## config.mk

```make
export PLATFORM = sky130hd
export DESIGN_NAME = dotgen_flat
export DESIGN_NICKNAME = d
export VERILOG_FILES = /design/src/rtl/dotgen_if.sv /design/src/rtl/dotgen.sv /design/src/flat_wrapper.sv
export SDC_FILE = /design/constraint.sdc
export NUM_CORES = 1
export LEC_CHECK = 0
export CAP_MARGIN = 30
export CORE_MARGIN = 1.5
export CORE_UTILIZATION = 37
export DETAILED_ROUTE_END_ITERATION = 8
export PLACE_DENSITY = 0.86
export SYNTH_ARGS = -nofsm -noshare
export SYNTH_HDL_FRONTEND = slang
export SYNTH_SLANG_ARGS = --single-unit
```

## constraint.sdc

```tcl
create_clock -name CLK_108MHz -period 4.55 [get_ports CLK_108MHz]
set_input_delay 0.455 -clock CLK_108MHz [delete_from_list [all_inputs] [get_ports CLK_108MHz]]
set_output_delay 0.455 -clock CLK_108MHz [all_outputs]
set_load 0.01 [all_outputs]
```

## src/rtl/dotgen_if.sv

```systemverilog
// Pixel-stage bus for dotgen: fetch-stage inputs, font ROM port and DAC-side outputs.
// master = upstream fetch + font ROM side, slave = dotgen.
interface dotgen_if;
    logic        hsync_in;
    logic        vsync_in;
    logic        de_in;
    logic [2:0]  hctr_in;
    logic [2:0]  vctr_in;
    logic [7:0]  character_in;
    logic [7:0]  color_in;
    logic [10:0] font_addr;
    logic        font_ena;
    logic [7:0]  font_rdata;
    logic        hsync_out;
    logic        vsync_out;
    logic        de_out;
    logic [11:0] rgb_out;

    modport master (
        output hsync_in, vsync_in, de_in, hctr_in, vctr_in, character_in, color_in,
        output font_rdata,
        input  font_addr, font_ena,
        input  hsync_out, vsync_out, de_out, rgb_out
    );

    modport slave (
        input  hsync_in, vsync_in, de_in, hctr_in, vctr_in, character_in, color_in,
        input  font_rdata,
        output font_addr, font_ena,
        output hsync_out, vsync_out, de_out, rgb_out
    );
endinterface

```

## src/rtl/dotgen.sv

```systemverilog
// Text-mode dot generator: font ROM lookup, dot select, CGA palette, 2-cycle aligned outputs.
// Optional attribute blink is built when DOTGEN_BLINK_EN is defined.
module dotgen #(
    parameter int BLINK_FRAMES = 16,
    parameter bit VSYNC_ACTIVE = 1'b1
) (
    input logic     CLK_108MHz,
    input logic     reset,
    dotgen_if.slave bus
);

    if (BLINK_FRAMES < 1 || BLINK_FRAMES > 255 || $bits(VSYNC_ACTIVE) != 1) begin : g_bad_param
        $error("dotgen: BLINK_FRAMES must be 1..255");
    end

    typedef struct packed {
        logic       hsync;
        logic       vsync;
        logic       de;
        logic [2:0] hctr;
        logic [7:0] color;
    } s1_t;

    s1_t         s1;
    logic        hsync_q, vsync_q, de_q;
    logic [11:0] rgb_q;

    // Brown (index 6) is the one entry that breaks the I/R/G/B channel rule.
    function automatic logic [11:0] palette(input logic [3:0] idx);
        logic [3:0] on, off;
        on  = idx[3] ? 4'hF : 4'hA;
        off = idx[3] ? 4'h5 : 4'h0;
        if (idx == 4'd6) return 12'hA50;
        return {idx[2] ? on : off, idx[1] ? on : off, idx[0] ? on : off};
    endfunction

    assign bus.font_addr = {bus.character_in, bus.vctr_in};
    assign bus.font_ena  = bus.de_in;

    always_ff @(posedge CLK_108MHz or negedge reset) begin
        if (!reset) begin
            s1 <= '0;
        end else begin
            s1 <= '{hsync: bus.hsync_in, vsync: bus.vsync_in, de: bus.de_in,
                    hctr: bus.hctr_in, color: bus.color_in};
        end
    end

`ifdef DOTGEN_BLINK_EN
    logic       vs_prev;
    logic       vs_edge;
    logic [7:0] frame_cnt;
    logic       blink_phase;

    assign vs_edge = (bus.vsync_in == VSYNC_ACTIVE) && (vs_prev != VSYNC_ACTIVE);

    always_ff @(posedge CLK_108MHz or negedge reset) begin
        if (!reset) begin
            vs_prev     <= 1'b0;
            frame_cnt   <= 8'd0;
            blink_phase <= 1'b0;
        end else begin
            vs_prev <= bus.vsync_in;
            if (vs_edge) begin
                if (frame_cnt == 8'(BLINK_FRAMES - 1)) begin
                    frame_cnt   <= 8'd0;
                    blink_phase <= ~blink_phase;
                end else begin
                    frame_cnt <= frame_cnt + 8'd1;
                end
            end
        end
    end
`endif

    logic       dot;
    logic [3:0] fg, bg, idx;
    logic [11:0] pix;

    always_comb begin
        dot = bus.font_rdata[3'd7 - s1.hctr];
        fg  = s1.color[3:0];
`ifdef DOTGEN_BLINK_EN
        bg  = {1'b0, s1.color[6:4]};
        // Blinking cells show background for the whole "off" half-period.
        idx = (dot && !(s1.color[7] && blink_phase)) ? fg : bg;
`else
        bg  = s1.color[7:4];
        idx = dot ? fg : bg;
`endif
        pix = s1.de ? palette(idx) : 12'h000;
    end

    always_ff @(posedge CLK_108MHz or negedge reset) begin
        if (!reset) begin
            hsync_q <= 1'b0;
            vsync_q <= 1'b0;
            de_q    <= 1'b0;
            rgb_q   <= 12'h000;
        end else begin
            hsync_q <= s1.hsync;
            vsync_q <= s1.vsync;
            de_q    <= s1.de;
            rgb_q   <= pix;
        end
    end

    assign bus.hsync_out = hsync_q;
    assign bus.vsync_out = vsync_q;
    assign bus.de_out    = de_q;
    assign bus.rgb_out   = rgb_q;

endmodule

```

## src/flat_wrapper.sv

```systemverilog
// flat-port wrapper written by rule: the top's interface ports become plain ports
module dotgen_flat 
#(
    parameter int BLINK_FRAMES = 16,
    parameter bit VSYNC_ACTIVE = 1'b1
)
  (CLK_108MHz, reset, bus_hsync_in, bus_vsync_in, bus_de_in, bus_hctr_in, bus_vctr_in, bus_character_in, bus_color_in, bus_font_rdata, bus_font_addr, bus_font_ena, bus_hsync_out, bus_vsync_out, bus_de_out, bus_rgb_out);
  dotgen_if bus_i ();
  input logic CLK_108MHz;
  input logic reset;
  input wire logic [$bits(bus_i.hsync_in)-1:0] bus_hsync_in;
  input wire logic [$bits(bus_i.vsync_in)-1:0] bus_vsync_in;
  input wire logic [$bits(bus_i.de_in)-1:0] bus_de_in;
  input wire logic [$bits(bus_i.hctr_in)-1:0] bus_hctr_in;
  input wire logic [$bits(bus_i.vctr_in)-1:0] bus_vctr_in;
  input wire logic [$bits(bus_i.character_in)-1:0] bus_character_in;
  input wire logic [$bits(bus_i.color_in)-1:0] bus_color_in;
  input wire logic [$bits(bus_i.font_rdata)-1:0] bus_font_rdata;
  output wire logic [$bits(bus_i.font_addr)-1:0] bus_font_addr;
  output wire logic [$bits(bus_i.font_ena)-1:0] bus_font_ena;
  output wire logic [$bits(bus_i.hsync_out)-1:0] bus_hsync_out;
  output wire logic [$bits(bus_i.vsync_out)-1:0] bus_vsync_out;
  output wire logic [$bits(bus_i.de_out)-1:0] bus_de_out;
  output wire logic [$bits(bus_i.rgb_out)-1:0] bus_rgb_out;
  assign bus_i.hsync_in = bus_hsync_in;
  assign bus_i.vsync_in = bus_vsync_in;
  assign bus_i.de_in = bus_de_in;
  assign bus_i.hctr_in = bus_hctr_in;
  assign bus_i.vctr_in = bus_vctr_in;
  assign bus_i.character_in = bus_character_in;
  assign bus_i.color_in = bus_color_in;
  assign bus_i.font_rdata = bus_font_rdata;
  assign bus_font_addr = bus_i.font_addr;
  assign bus_font_ena = bus_i.font_ena;
  assign bus_hsync_out = bus_i.hsync_out;
  assign bus_vsync_out = bus_i.vsync_out;
  assign bus_de_out = bus_i.de_out;
  assign bus_rgb_out = bus_i.rgb_out;
  dotgen #(.BLINK_FRAMES(BLINK_FRAMES), .VSYNC_ACTIVE(VSYNC_ACTIVE)) u_core (.CLK_108MHz(CLK_108MHz), .reset(reset), .bus(bus_i));
endmodule
```

## Word level (Yosys, flattened, before mapping)

Cells that the tools add are included.
W data, S select, Z words.

- Add/subtract/negate cells: 1
- $mul: 0
- Divide/modulo/power cells: 0
- $lt $le $gt $ge: 1
- Equality and inequality tests: 1
- Shift operators: 0
- Mux-type cells: 12
- Bitwise gates (word level): 0
- Reductions and logical operators: 0

Operator list:

| cell | count |
|---|---|
| $mux W12 | 3 |
| $mux W4 | 4 |
| $mux W3 | 2 |
| $eq A4 B3 Y1 const B | 1 |
| $lt A3 B4 Y1 const B | 1 |
| $bmux W1 S3 | 1 |
| $sub A3 B3 Y3 const A | 1 |
| $mux W1 | 2 |

- Register bits: 29
- Bits in latches: 0
- Bits in writable memories: 0
- Bits in read-only memories: 0
- Input bits: 35
- Output and inout bits: 27
- Logic and storage cells: 24
- Memories: 0

## Longest topological paths before layout

- Depth after elaboration: 8
- Mapped depth: 5
- Gate-level depth less buffers: 3

## Worst setup path after synthesis

OpenSTA, ideal clock, no wires.

- Kind: register -> register
- From: register u_core.s1[8] in the netlist's numbering
- To: register u_core.rgb_q[7] (netlist: u_core.bus.rgb_out[7])
- Setup time: 138 ps
- Arrival time: 1,307 ps
- Required time: 4,412 ps
- Setup slack: 3,106 ps
- Stages on the path, launching flop included: 6
- Buffers on the path: 2
- Clock period less this slack: 1,444 ps
- Cells stage by stage: dfrtp_1 > clkbuf_2 > mux2i_1 > mux4_2 > buf_6 > mux2i_1

- Longest elaborated chain between the ends: 8

RTL lines:

| what | line | text |
|---|---|---|
| from (decl) | dotgen.sv:24 | `s1_t s1;` |
| from (signal assigned) | dotgen.sv:44 | `s1 <= '{hsync: bus.hsync_in, vsync: bus.vsync_in, de: bus.de_in,` |
| $sub A3 B3 Y3 (*) | dotgen.sv:81 | `dot = bus.font_rdata[3'd7 - s1.hctr];` |
| $bmux W1 S3 (*) | dotgen.sv:81 |  |
| $mux W1 (not written as such) (*) | dotgen.sv:81 |  |
| $mux W4 (*) | dotgen.sv:89 | `idx = dot ? fg : bg;` |
| $eq A4 B3 Y1 | dotgen.sv:33 | `if (idx == 4'd6) return 12'hA50;` |
| $mux W1 | dotgen.sv:33 |  |
| $mux W12 (*) | dotgen.sv:34 | `return {idx[2] ? on : off, idx[1] ? on : off, idx[0] ? on : off};` |
| $mux W12 (*) | dotgen.sv:91 | `pix = s1.de ? palette(idx) : 12'h000;` |
| to (signal assigned) | dotgen.sv:104 | `rgb_q <= pix;` |
| to (decl) | dotgen.sv:26 | `logic [11:0] rgb_q;` |

Mark *: on every way between the ends. The rest lies on a longest branch, timed or not. The select of a mux whose other input is x is not followed.

## Worst setup path in the final report

- From: input port bus_de_in
- To: output port bus_font_ena

RTL lines:

| what | line | text |
|---|---|---|
| from (decl) | flat_wrapper.sv:13 | `input wire logic [$bits(bus_i.de_in)-1:0] bus_de_in;` |
| to (decl) | flat_wrapper.sv:20 | `output wire logic [$bits(bus_i.font_ena)-1:0] bus_font_ena;` |

No word-level cell between the ends.

==> results.md <==
- Post-Synth Simple-Gate Area: around 4.4%
- Fin nets: between 100 and 150
- Slew headroom: roughly two fifths
- Count of input and output buffers: 39
- Dpl cell area: 1164 µm²
- IO Pins: 62
- Critical path's slowest cell: clkdlybuf4s50_1
- Worst r2r path cells: 3
- Tmin final: 1.921 ns
- Top Usage Layer GRT: met2
- Via Count: between 500 and 600
- Buf/Inv on CP: 2
- Setup crit end kind: output port
- Antenna violations before repair: 0
- Area added between synthesis and finish: 33.19%
- Final instance area: between 1000 and 1500 µm²
- Synthesized area per cell: between 10 and 15 µm²
- Floorplan core area: between 2000 and 2500 µm²
- Met3 Usage GRT: roughly 2.6%
- Share of layout cells above drive strength 1: 5.618%
- GRT Residual Overflow: 0
- Worst R2R Setup Slack: 3.09 ns
- Hold Buf Count CTS: 0
- CTS buffer count: 3
- Initial DRT Pass Iterations: 4
- Most used cell, CP: clkdlybuf4s50_1
- Average wire per standard cell: around 12 µm
- Inserted Diodes: 0
- PD cells: around 320 nW/µm²
- Max_cap viols: 0
- Met1 Resource Use GR: a little under an eighth
- Slew @ Worst Pin: 0.8817 ns
- Final setup violating endpoints: 0
- Hpwl dp: 1169 µm
- Tcrit/Tclk final: between 40% and 50%
- Routed WL: approximately 1400 µm
- Startpoint types: primary input
- Post-synthesis xor/xnor area fraction: 0%
- Hold path depth: 0
- Count of cell types in the netlist: 12
- Gr usage total: about an eighth
- # rows: 17
- Largest delay share family, worst path: buffers and inverters
- Synthesized instance count: between 60 and 70
- Critical path's largest stage delay: 0.54 ns
- Fmax: roughly 520 MHz
- Syn_nets: 103
- Post-synthesis cell area: around 900 µm²
- Seq/Total Area, Yosys: about 60%
- Synth top area cells: dfrtp_1 61%, buf_4 16%, mux2i_1 10%, mux4_2 2.5%, nand2_1 2.5%
- WP depth: 2
- Clk Latency, worst-skew pair: a little under 0.3 ns
- Setup TNS: 0 ns
- Adder-Cell Fraction of Synth Area: 0%
- Max clock buf depth: 2
- Fraction of synthesized area in multiplexers: 12.50%
- TritonCTS clock tree: built
- Yosys top cell by area: dfrtp_1
- CP required: between 4 and 5 ns
- Pleak: around 0.53 nW
- Die Wd: around 52 µm
- Met2 Resource Use GR: approximately a quarter
- Vias in the first global route: 580
- DR iter-0 viols: 12
- Max rail drop VDD: around 0.25 mV
- RSZ-0062 raised after global routing: no
- Vias/cell: 4.556
- Pins Over Slew Limit: 0
- Initial Utilization: approximately 40%
- First-pass GRT wire length: roughly 2300 µm
- Largest net degree at the start of global routing: 23
- Placer Congestion: 0.7395
- Post-CTS Resized: 0
- Worst Skew: 0.002436 ns
- Postcts setup bufs: 0
- Worst-path fanout max: 2
- H-tree Lvls: 1
- Die footprint: roughly 2700 µm²
- Crit Path Class: in -> out
- Synth warnings: 0
- Status: complete, no violations
- CTS sink count: 22
- Final Hold Fails: 0
- Hold/Removal Path Class: reg -> reg
- DRC viols: 0
- Compound-cell area share of the yosys netlist: about 3.1%
- WP data arrival: roughly 1.5 ns
- Largest family of logic cells by synthesized area: buffers and inverters
- Antenna-violating nets left: 0
- Clock Tree Root: clkbuf_4
- Die height: approximately 52 µm
- Worst-path clk slew: 0.10 ns
- Top-area cell type share of the netlist area: 61.11%
- FF+latch count, synth: 22
- CP Cell Sequence: clkdlybuf4s50_1, clkdlybuf4s50_1
kinds of logic (layout without fill, tap and decap cells):
kind of cell / after synthesis / count (layout)
multiplexers: 10 / 10
AO/OA/AOI/OAI: 4 / 4
buffers and inverters: 24 / 45
AND/OR/NAND/NOR: 8 / 8
flip-flops: 22 / 22
where the power goes:
part | switching, mW | internal [mW] | total [mW]
Clock | 0.0486 | 0.0487 | 0.0973
Combinational | 0.0227 | 0.0464 | 0.0691
Sequential | 0.00796 | 0.207 | 0.215
cells in the mapped netlist:
master and count:
nand2_1 6, mux2i_1 9, buf_6 1, o21ai_0 2, inv_1 2, and3b_1 2
o311ai_0 2, buf_1 1, buf_4 19, clkbuf_2 1, dfrtp_1 22, mux4_2 1
sequential cells by signal, indices dropped and copies added, names as in the netlist:
| signal | cells |
|---|---|
| u_core.fg | 4 |
| u_core.bus.vsync_out | 1 |
| u_core.bus.de_out | 1 |
| u_core.s1 | 6 |
| u_core.bg | 4 |
| u_core.bus.hsync_out | 1 |
| u_core.bus.rgb_out | 5 |
path summary, 6_finish.rpt:
kind	startpoint	to
worst max-delay path	bus_de_in	bus_font_ena
worst min-delay path	u_core.s1[12]$_DFF_PN0_	u_core.bus.vsync_out$_DFF_PN0_
worst max register to register	u_core.s1[8]$_DFF_PN0_	u_core.bus.rgb_out[7]$_DFF_PN0_
worst min register to register	u_core.s1[12]$_DFF_PN0_	u_core.bus.vsync_out$_DFF_PN0_
max in group asynchronous	reset	u_core.bg[0]$_DFF_PN0_
min in group asynchronous	reset	u_core.fg[3]$_DFF_PN0_
worst register-to-register path, stage by stage (launching register included):
cell and delay [ns]:
dfrtp_1 0.46, mux2i_1 0.15, mux4_2 0.57, mux2i_1 0.16
routing by layer:
metal  vias up  part of all wire, %
li1        246                    -
met1       255                   31
met2        30                   60
met3         2                  9.0
met4         0                 0.28
met5         -                    0
stage by stage:
step / cells / power [mW] / setup WS (ns) / util [%] / hold WS [ns]
after floorplan: 68 / 0.2602 / 3.106 / - / 0.1594
after global placement: 113 / 0.2875 / 2.638 / 51.61 / 0.3356
after detailed placement: 113 / 0.2896 / 2.622 / 51.61 / 0.3373
after CTS: 117 / 0.3895 / 2.621 / 53.22 / 0.3639
after global routing: 117 / 0.4075 / 2.601 / 53.22 / 0.3800
final: 117 / 0.3819 / 2.629 / 53.22 / 0.3588
cells in the final DEF, fill, tap and decap left out, drive strengths merged:
cell type / n
and3b: 2
clkbuf: 4
clkdlybuf4s50: 39
dfrtp: 22
inv: 2
mux2i: 9
mux4: 1
nand2: 6
o21ai: 2
o311ai: 2
layout make-up:
type                       count  area, µm²
clock buffer                   4      36.28
fill                         219       1055
inverter                       2      7.507
multi-input combinational     22      180.2
sequential                    22      550.5
tap                           28      35.03
timing repair buffer          39      390.4
Note: power is estimated with default switching activity, not from simulation.
